[src/rtl/uart_232_rx.sv]
`timescale 1ns/1ps
// uart_232_rx: 8N1 serial receiver with start validation, stop check and frame-error reporting.
// Ports:
//   clk        system clock, rising edge
//   reset_n    asynchronous active-low reset
//   uart_rx    asynchronous serial line, idles high
//   bit_set    baud select (0=9600 1=19200 2=38400 3=57600 4=115200 5..7=9600)
//   data       last correctly framed byte
//   rx_done    one-cycle pulse when data updates
//   frame_err  one-cycle pulse when the stop bit samples low
//   busy       high whenever the receiver is not idle
// Optional feature: define UART_RX_MAJORITY_EN for 2-of-3 majority sampling around bit centre.
module uart_232_rx #(
    parameter int clk_freq = 50_000_000
) (
    input  logic       clk,
    input  logic       reset_n,
    input  logic       uart_rx,
    input  logic [2:0] bit_set,
    output logic [7:0] data,
    output logic       rx_done,
    output logic       frame_err,
    output logic       busy
);
    localparam logic [15:0] T0 = 16'(clk_freq / 9600);
    localparam logic [15:0] T1 = 16'(clk_freq / 19200);
    localparam logic [15:0] T2 = 16'(clk_freq / 38400);
    localparam logic [15:0] T3 = 16'(clk_freq / 57600);
    localparam logic [15:0] T4 = 16'(clk_freq / 115200);
    typedef enum logic [2:0] {IDLE, START, DATA, STOP, BRK} state_t;
    state_t state, state_n;
    logic        rx_m, line_s, line_d;
    logic [2:0]  baud_q;
    logic [15:0] bit_cnt, bit_time, bit_half;
    logic [2:0]  bit_idx;
    logic [7:0]  shift;
    logic        bit_end, samp_pt, samp_val, done_n, err_n;
    assign bit_time = baud_q == 3'd1 ? T1 : baud_q == 3'd2 ? T2 : baud_q == 3'd3 ? T3 :
                      baud_q == 3'd4 ? T4 : T0;
    assign bit_half = bit_time >> 1;
    assign bit_end  = bit_cnt == bit_time - 16'd1;
    assign busy     = state != IDLE;
`ifdef UART_RX_MAJORITY_EN
    logic [15:0] bit_q3;
    logic        m1, m2;
    assign bit_q3   = bit_time >> 3;
    // decision is taken at the third sample, using the two earlier captures
    assign samp_pt  = bit_cnt == bit_half + bit_q3;
    assign samp_val = (m1 & m2) | (m1 & line_s) | (m2 & line_s);
    always_ff @(posedge clk or negedge reset_n)
        if (!reset_n) begin
            m1 <= 1'b1;
            m2 <= 1'b1;
        end else begin
            if (bit_cnt == bit_half - bit_q3) m1 <= line_s;
            if (bit_cnt == bit_half) m2 <= line_s;
        end
`else
    assign samp_pt  = bit_cnt == bit_half;
    assign samp_val = line_s;
`endif
    always_comb begin
        state_n = state;
        done_n  = 1'b0;
        err_n   = 1'b0;
        case (state)
            IDLE:  state_n = (!line_s && line_d) ? START : IDLE;
            START: state_n = (samp_pt && samp_val) ? IDLE : bit_end ? DATA : START;
            DATA:  state_n = (bit_end && bit_idx == 3'd7) ? STOP : DATA;
            STOP: begin
                state_n = samp_pt ? (samp_val ? IDLE : BRK) : STOP;
                done_n  = samp_pt && samp_val;
                err_n   = samp_pt && !samp_val;
            end
            BRK:   state_n = line_s ? IDLE : BRK;
            default: state_n = IDLE;
        endcase
    end
    always_ff @(posedge clk or negedge reset_n)
        if (!reset_n) begin
            rx_m      <= 1'b1;
            line_s    <= 1'b1;
            line_d    <= 1'b1;
            state     <= IDLE;
            baud_q    <= 3'd0;
            bit_cnt   <= 16'd0;
            bit_idx   <= 3'd0;
            shift     <= 8'h00;
            data      <= 8'h00;
            rx_done   <= 1'b0;
            frame_err <= 1'b0;
        end else begin
            rx_m      <= uart_rx;
            line_s    <= rx_m;
            line_d    <= line_s;
            state     <= state_n;
            rx_done   <= done_n;
            frame_err <= err_n;
            if (done_n) data <= shift;
            if (state == IDLE) begin
                bit_cnt <= 16'd0;
                if (state_n == START) baud_q <= bit_set;
            end else begin
                bit_cnt <= bit_end ? 16'd0 : bit_cnt + 16'd1;
            end
            if (state == START) bit_idx <= 3'd0;
            else if (state == DATA && bit_end) bit_idx <= bit_idx + 3'd1;
            if (state == DATA && samp_pt) shift[bit_idx] <= samp_val;
        end
endmodule

[config.mk]
export PLATFORM = sky130hd
export DESIGN_NAME = uart_232_rx
export DESIGN_NICKNAME = d
export VERILOG_FILES = /design/src/rtl/uart_232_rx.sv
export SDC_FILE = /design/constraint.sdc
export NUM_CORES = 1
export LEC_CHECK = 0
export CORE_MARGIN = 2
export CORE_UTILIZATION = 30
export DETAILED_ROUTE_END_ITERATION = 10
export MAX_ROUTING_LAYER = met4
export PLACE_DENSITY = 0.55
export RECOVER_POWER = 25
export SKIP_LAST_GASP = 1
export SYNTH_ARGS = -nofsm -noshare
export SYNTH_HDL_FRONTEND = slang
export SYNTH_SLANG_ARGS = --single-unit
[constraint.sdc]
create_clock -name clk -period 2.6 [get_ports clk]
set_input_delay 0.52 -clock clk [delete_from_list [all_inputs] [get_ports clk]]
set_output_delay 0.52 -clock clk [all_outputs]
set_load 0.03 [all_outputs]
# Word level (Yosys, flattened, before mapping)

Cells that the tools add are included.
W data, S select, Z words.

Latch bits: 0
Memory bits (read-only): 0
Logic and storage cells: 60
Register bits after elaboration: 46
Memory bits (writable): 0
Output and inout port bits: 11
Memories kept: 0

Add/sub/neg operators: 3
Order comparisons: 2
Reduce and logical (&&, ||, !) cells: 12
Mux-type cells: 20
Equality and inequality tests: 12
Div/mod/pow operators: 0
Multiply operators: 0
Shifts and indexed selects: 0
Bitwise logic cells: 0

Operators with widths:

| cell                    | count |
|---|---|
| $mux W13                | 4 |
| $mux W16                | 2 |
| $add A16 B1 Y16 const B | 1 |
| $eq A16 B12 Y1          | 1 |
| $eq A16 B16 Y1          | 1 |
| $pmux W3 S5             | 1 |
| $sub A13 B1 Y14 const B | 1 |
| $eq A3 B2 Y1 const B    | 4 |
| $mux W3                 | 4 |
| $eq A3 B1 Y1 const B    | 3 |
| $eq A3 B3 Y1 const B    | 3 |
| $bwmux W8               | 1 |
| $logic_and A1 B1 Y1     | 7 |
| $mux W1                 | 5 |
| $lt A3 B4 Y1 const B    | 1 |
| $mux W2                 | 2 |
| $add A3 B1 Y3 const B   | 1 |
| $demux W1 S3            | 1 |
| $ge A3 B1 Y1 const B    | 1 |
| $logic_not A3 Y1        | 1 |
| $reduce_bool A3 Y1      | 1 |
| $reduce_and A2 Y1       | 1 |
| $reduce_bool A2 Y1      | 1 |
| $logic_not A1 Y1        | 1 |

# Depth between registers and ports, before layout

Depth in word-level cells: 12
Gate-level depth with buffers: 13

# Worst setup path after synthesis

OpenSTA, ideal clock, no wires.

Path kind: register to register
Start point: register baud_q[1]
End point: register bit_idx[0]
Setup slack: 6 ps
Setup time: 125 ps
Data arrival time: 2,469 ps
Cell stages (with the launch flop): 12
Clock period less this slack: 2,594 ps
Path through: dfrtp_1 -> buf_2 -> nand2b_1 -> a21oi_1 -> inv_1 -> ha_1 -> xnor2_1 -> or2_2 -> mux2i_1 -> nand4_4 -> mux2i_1 -> a2111oi_0

Cells in the longest elaborated chain, start to end: 9

RTL lines:

| item                           | RTL line | source |
|---|---|---|
| start, declared                | 33       | `logic [2:0] baud_q;` |
| start signal, assigned         | 102      | `if (state_n == START) baud_q <= bit_set;` |
| $eq A3 B3 Y1                   | 39       | `baud_q == 3'd4 ? T4 : T0;` |
| $mux W13                       | 39       |  |
| $mux W13 (2 in a row)          | 38       | `assign bit_time = baud_q == 3'd1 ? T1 : baud_q == 3'd2 ? T2 : baud_q == 3'd3 ? T3 :` |
| $mux W13 *                     | 38       |  |
| $sub A13 B1 Y14 *              | 41       | `assign bit_end = bit_cnt == bit_time - 16'd1;` |
| $eq A16 B16 Y1 *               | 41       |  |
| $logic_and A1 B1 Y1 *          | 107      | `else if (state == DATA && bit_end) bit_idx <= bit_idx + 3'd1;` |
| $reduce_bool A2 Y1 (no line) * | --       |  |
| end signal, assigned           | 107      |  |
| end, declared                  | 35       | `logic [2:0] bit_idx;` |

Mark *: on every way between the ends. The rest lies on a longest branch, timed or not.
A chain may end at the register's enable or synchronous reset.

# Final worst setup path

Start point: register baud_q[1]
End point: register bit_idx[2]

The elaborated chain is that of the path after synthesis.

==> impl_metrics.ini <==
[flow_run]
drv_cap = 1

[synthesis]
synth_edf_count = 0
synth-warning-count = 0
syn_avg_cell_area_um2 = 10.0
netlist_instances = 277
synth_nets = 287
synth_area_leader_cell = dfrtp_1
yosys_register_bits = 46
ys_async_sr_fraction_pct = 100
synthFlopType = dfrtp_1
synthTopCellsByArea = dfrtp_1 39%, mux2_2 7.7%, nor2_1 3.9%
yosysSeqAreaShare_pct = 41.7
synth.distinct_cells = 62
yosys.area.top_type_share_pct = 38.8
synth_area_mm2 = 0.00277

[layout]
areaGrowthSynthToFinish_pct = 16.7
final.fill_count = 920
antennaDiodeCount = 0
drive_above_1_share_pct = 20.9
seq_area_mm2 = 0.00116
layout.cells.non_filler = 408
layout.nets = 306
multi_input_area_mm2 = 0.00149

[min_path]
holdCritPathClass = reg2reg

[timing]
fin_tns_setup_ps = 0
fmax_ghz = 0.403
setup_viol = 0
finClkSkew_ps = 11.4
fin_crit_ps = 2480
hold_violations = 0
worst_pin_slew_ps = 2020
slew_headroom_pct = -34.9
rsz0062_at_grt = false
drv_slew = 37
fin_crit_sh_pct = 95.4

[placed_design]
dpl.hpwl_mm = 4.38
gp_congestion = 0.899
placement.io_buffers = 16
dp.cells = 399

[route]
vias = 2104
dr.pass1.iters = 4
vias_per_cell = 5.16
wire_per_inst_um = 15.3
ant_nets = 0
drc = 0
drt-initial-drc-count = 138
wirelength_mm = 6.24

[clocking]
hold_buffers = 0
cts.htree.levels = 2
numCtsBuffers = 5
clk_path_buf_depth = 2
clk_latency_ps = 310
cts_tree = yes
cts_root_buffer = clkbuf_8
path_clk_slew_ps = 100
cts_sinks = 46

[global_routing]
antenna_found_initial = 0
first_global_vias = 2189
grt_pass1_wl_mm = 10.8
grt_max_degree = 37
track_usage_pct = 13.8
grt_overflow_total = 0

[critical_path]
timing.critical_path.to_type = register
required_ps = 2820
crit_type = reg2reg
crit_fanout = 7
crit_path_start_kind = register
arrival_ps = 2700

[pwr]
leakagePower_uw = 0.00141
ir_worst_vdd_uv = 376
power_density_mw_per_mm2 = 756

[die]
die-height_um = 100
die_area_mm2 = 0.0100
dieWidth_um = 100
core-area_mm2 = 0.00911
core.rowCount = 35
boundaryPins = 17
initial_core_util_pct = 30.4

[run_status]
violations = max-capacitance violations, max-slew violations
status = complete, but fails checks
[worst max-delay path: stages (launching register included)]
cell and delay [ps]:
dfrtp_2 450, nand2b_1 180, a21oi_2 180, inv_1 70, ha_1 230, xnor2_1 150
or2_2 310, mux2i_4 190, buf_4 150, nand4_1 90, o31ai_1 250, o21bai_1 150
[cell type report]
cell class                      instances  share of cell area (%)
Multi-Input combinational cell        200                    46.2
Clock inverter                          3                    1.35
Tap cell                              111                    4.30
Clock buffer                            5                    2.13
Sequential cell                        46                    35.8
Inverter                               10                    1.16
Timing Repair Buffer                   33                    9.09
[flip-flops by register name, indices dropped and copies added, names as in the netlist]
signal and count:
shift 8, state 3, rx_m 1, frame_err 1, bit_idx 3, line_d 1, data 8, rx_done 1
bit_cnt 16, line_s 1, baud_q 3
[repair_timing]
item                       CTS  global route
buffers inserted             0             1
cloned                       0             0
setup endpoints to repair    2            32
resized for setup            3             4
pin swaps                    0             1
[layer usage]
layer	vias up	global-route usage (%)	part of all wire, %
met5	-	-	0
li1	1021	-	-
met1	1047	17.4	47
met3	4	2.65	3.1
met2	32	23.3	49
met4	0	2.95	0.72
[report_power, final]
part	switching, uW	internal, uW
Sequential	113	782
Combinational	526	472
Clock	261	289
[cell usage in the layout, fill, tap and decap left out, drive strengths merged, types with 4 or more instances in the layout]
cell / netlist / layout
nand2b: 6 / 6
nand4b: 4 / 4
ha: 4 / 4
buf: 11 / 17
nor2b: 8 / 8
inv: 10 / 11
nand3: 14 / 14
clkbuf: 10 / 6
xor2: 11 / 11
nor2: 29 / 29
dfrtp: 43 / 43
nand4: 9 / 9
and3: 7 / 7
o211ai: 4 / 4
o21ai: 4 / 4
clkdlybuf4s50: 0 / 14
nand2: 15 / 15
mux2: 19 / 19
nor3b: 4 / 4
xnor2: 10 / 10
nor3: 4 / 4
[path summary, 6_finish.rpt]
path | end | cells past startpoint | slack [ps] | from
min in group asynchronous | bit_cnt[6] | 1 | 770 | reset_n
max in group asynchronous | baud_q[0] | 1 | 530 | reset_n
hold / removal | line_s | 0 | 370 | rx_m
hold reg to reg | line_s | 0 | 370 | rx_m
setup / recovery | bit_idx[2] | 11 | 120 | baud_q[1]
setup reg to reg | bit_idx[2] | 11 | 120 | baud_q[1]
[metrics by stage]
stage | total power [uW] | hold WS, ps | setup slack (ps) | instance area, um^2 | util (%)
after floorplan | 1590 | 224 | 5.55 | 2770 | -
after global placement | 1840 | 349 | 102 | 3090 | 33.9
after detailed placement | 1840 | 349 | -20.2 | 3090 | 33.9
after CTS | 2440 | 350 | 43.6 | 3220 | 35.3
after global routing | 2610 | 374 | 12.1 | 3230 | 35.5
final | 2440 | 366 | 119 | 3230 | 35.5
[cell usage after synthesis (all sizes together), types with 2 or more instances]
| cell | n |
|---|---|
| a31oi | 2 |
| dfstp | 3 |
| nor3 | 4 |
| nor4bb | 2 |
| xor2 | 11 |
| and3 | 7 |
| or2 | 2 |
| a211oi | 2 |
| nand3 | 14 |
| o211ai | 4 |
| inv | 10 |
| nor2 | 29 |
| or3 | 2 |
| clkbuf | 10 |
| mux2 | 19 |
| ha | 4 |
| o2111ai | 2 |
| mux2i | 3 |
| nor3b | 4 |
| o31ai | 2 |
| and2 | 2 |
| dfrtp | 43 |
| nor2b | 8 |
| nand4b | 4 |
| a32oi | 3 |
| o21bai | 3 |
| nand3b | 2 |
| nand2b | 6 |
| a221oi | 2 |
| o21ai | 4 |
| nand4 | 9 |
| xnor2 | 10 |
| buf | 11 |
| nor4 | 2 |
| nand2 | 15 |
| o2111a | 2 |
[cells by family after synthesis]
group	Yosys count	share of synthesized area, %
AOI/OAI and AO/OA	35	10.5
adders and majority gates	4	1.81
DFF	46	41.7
buffers and inverters	31	5.24
muxes	22	8.81
and+or+nand+nor	117	24.5
xor gates and xnor gates	22	7.45
No activity file was read; power rests on OpenSTA's default activity.
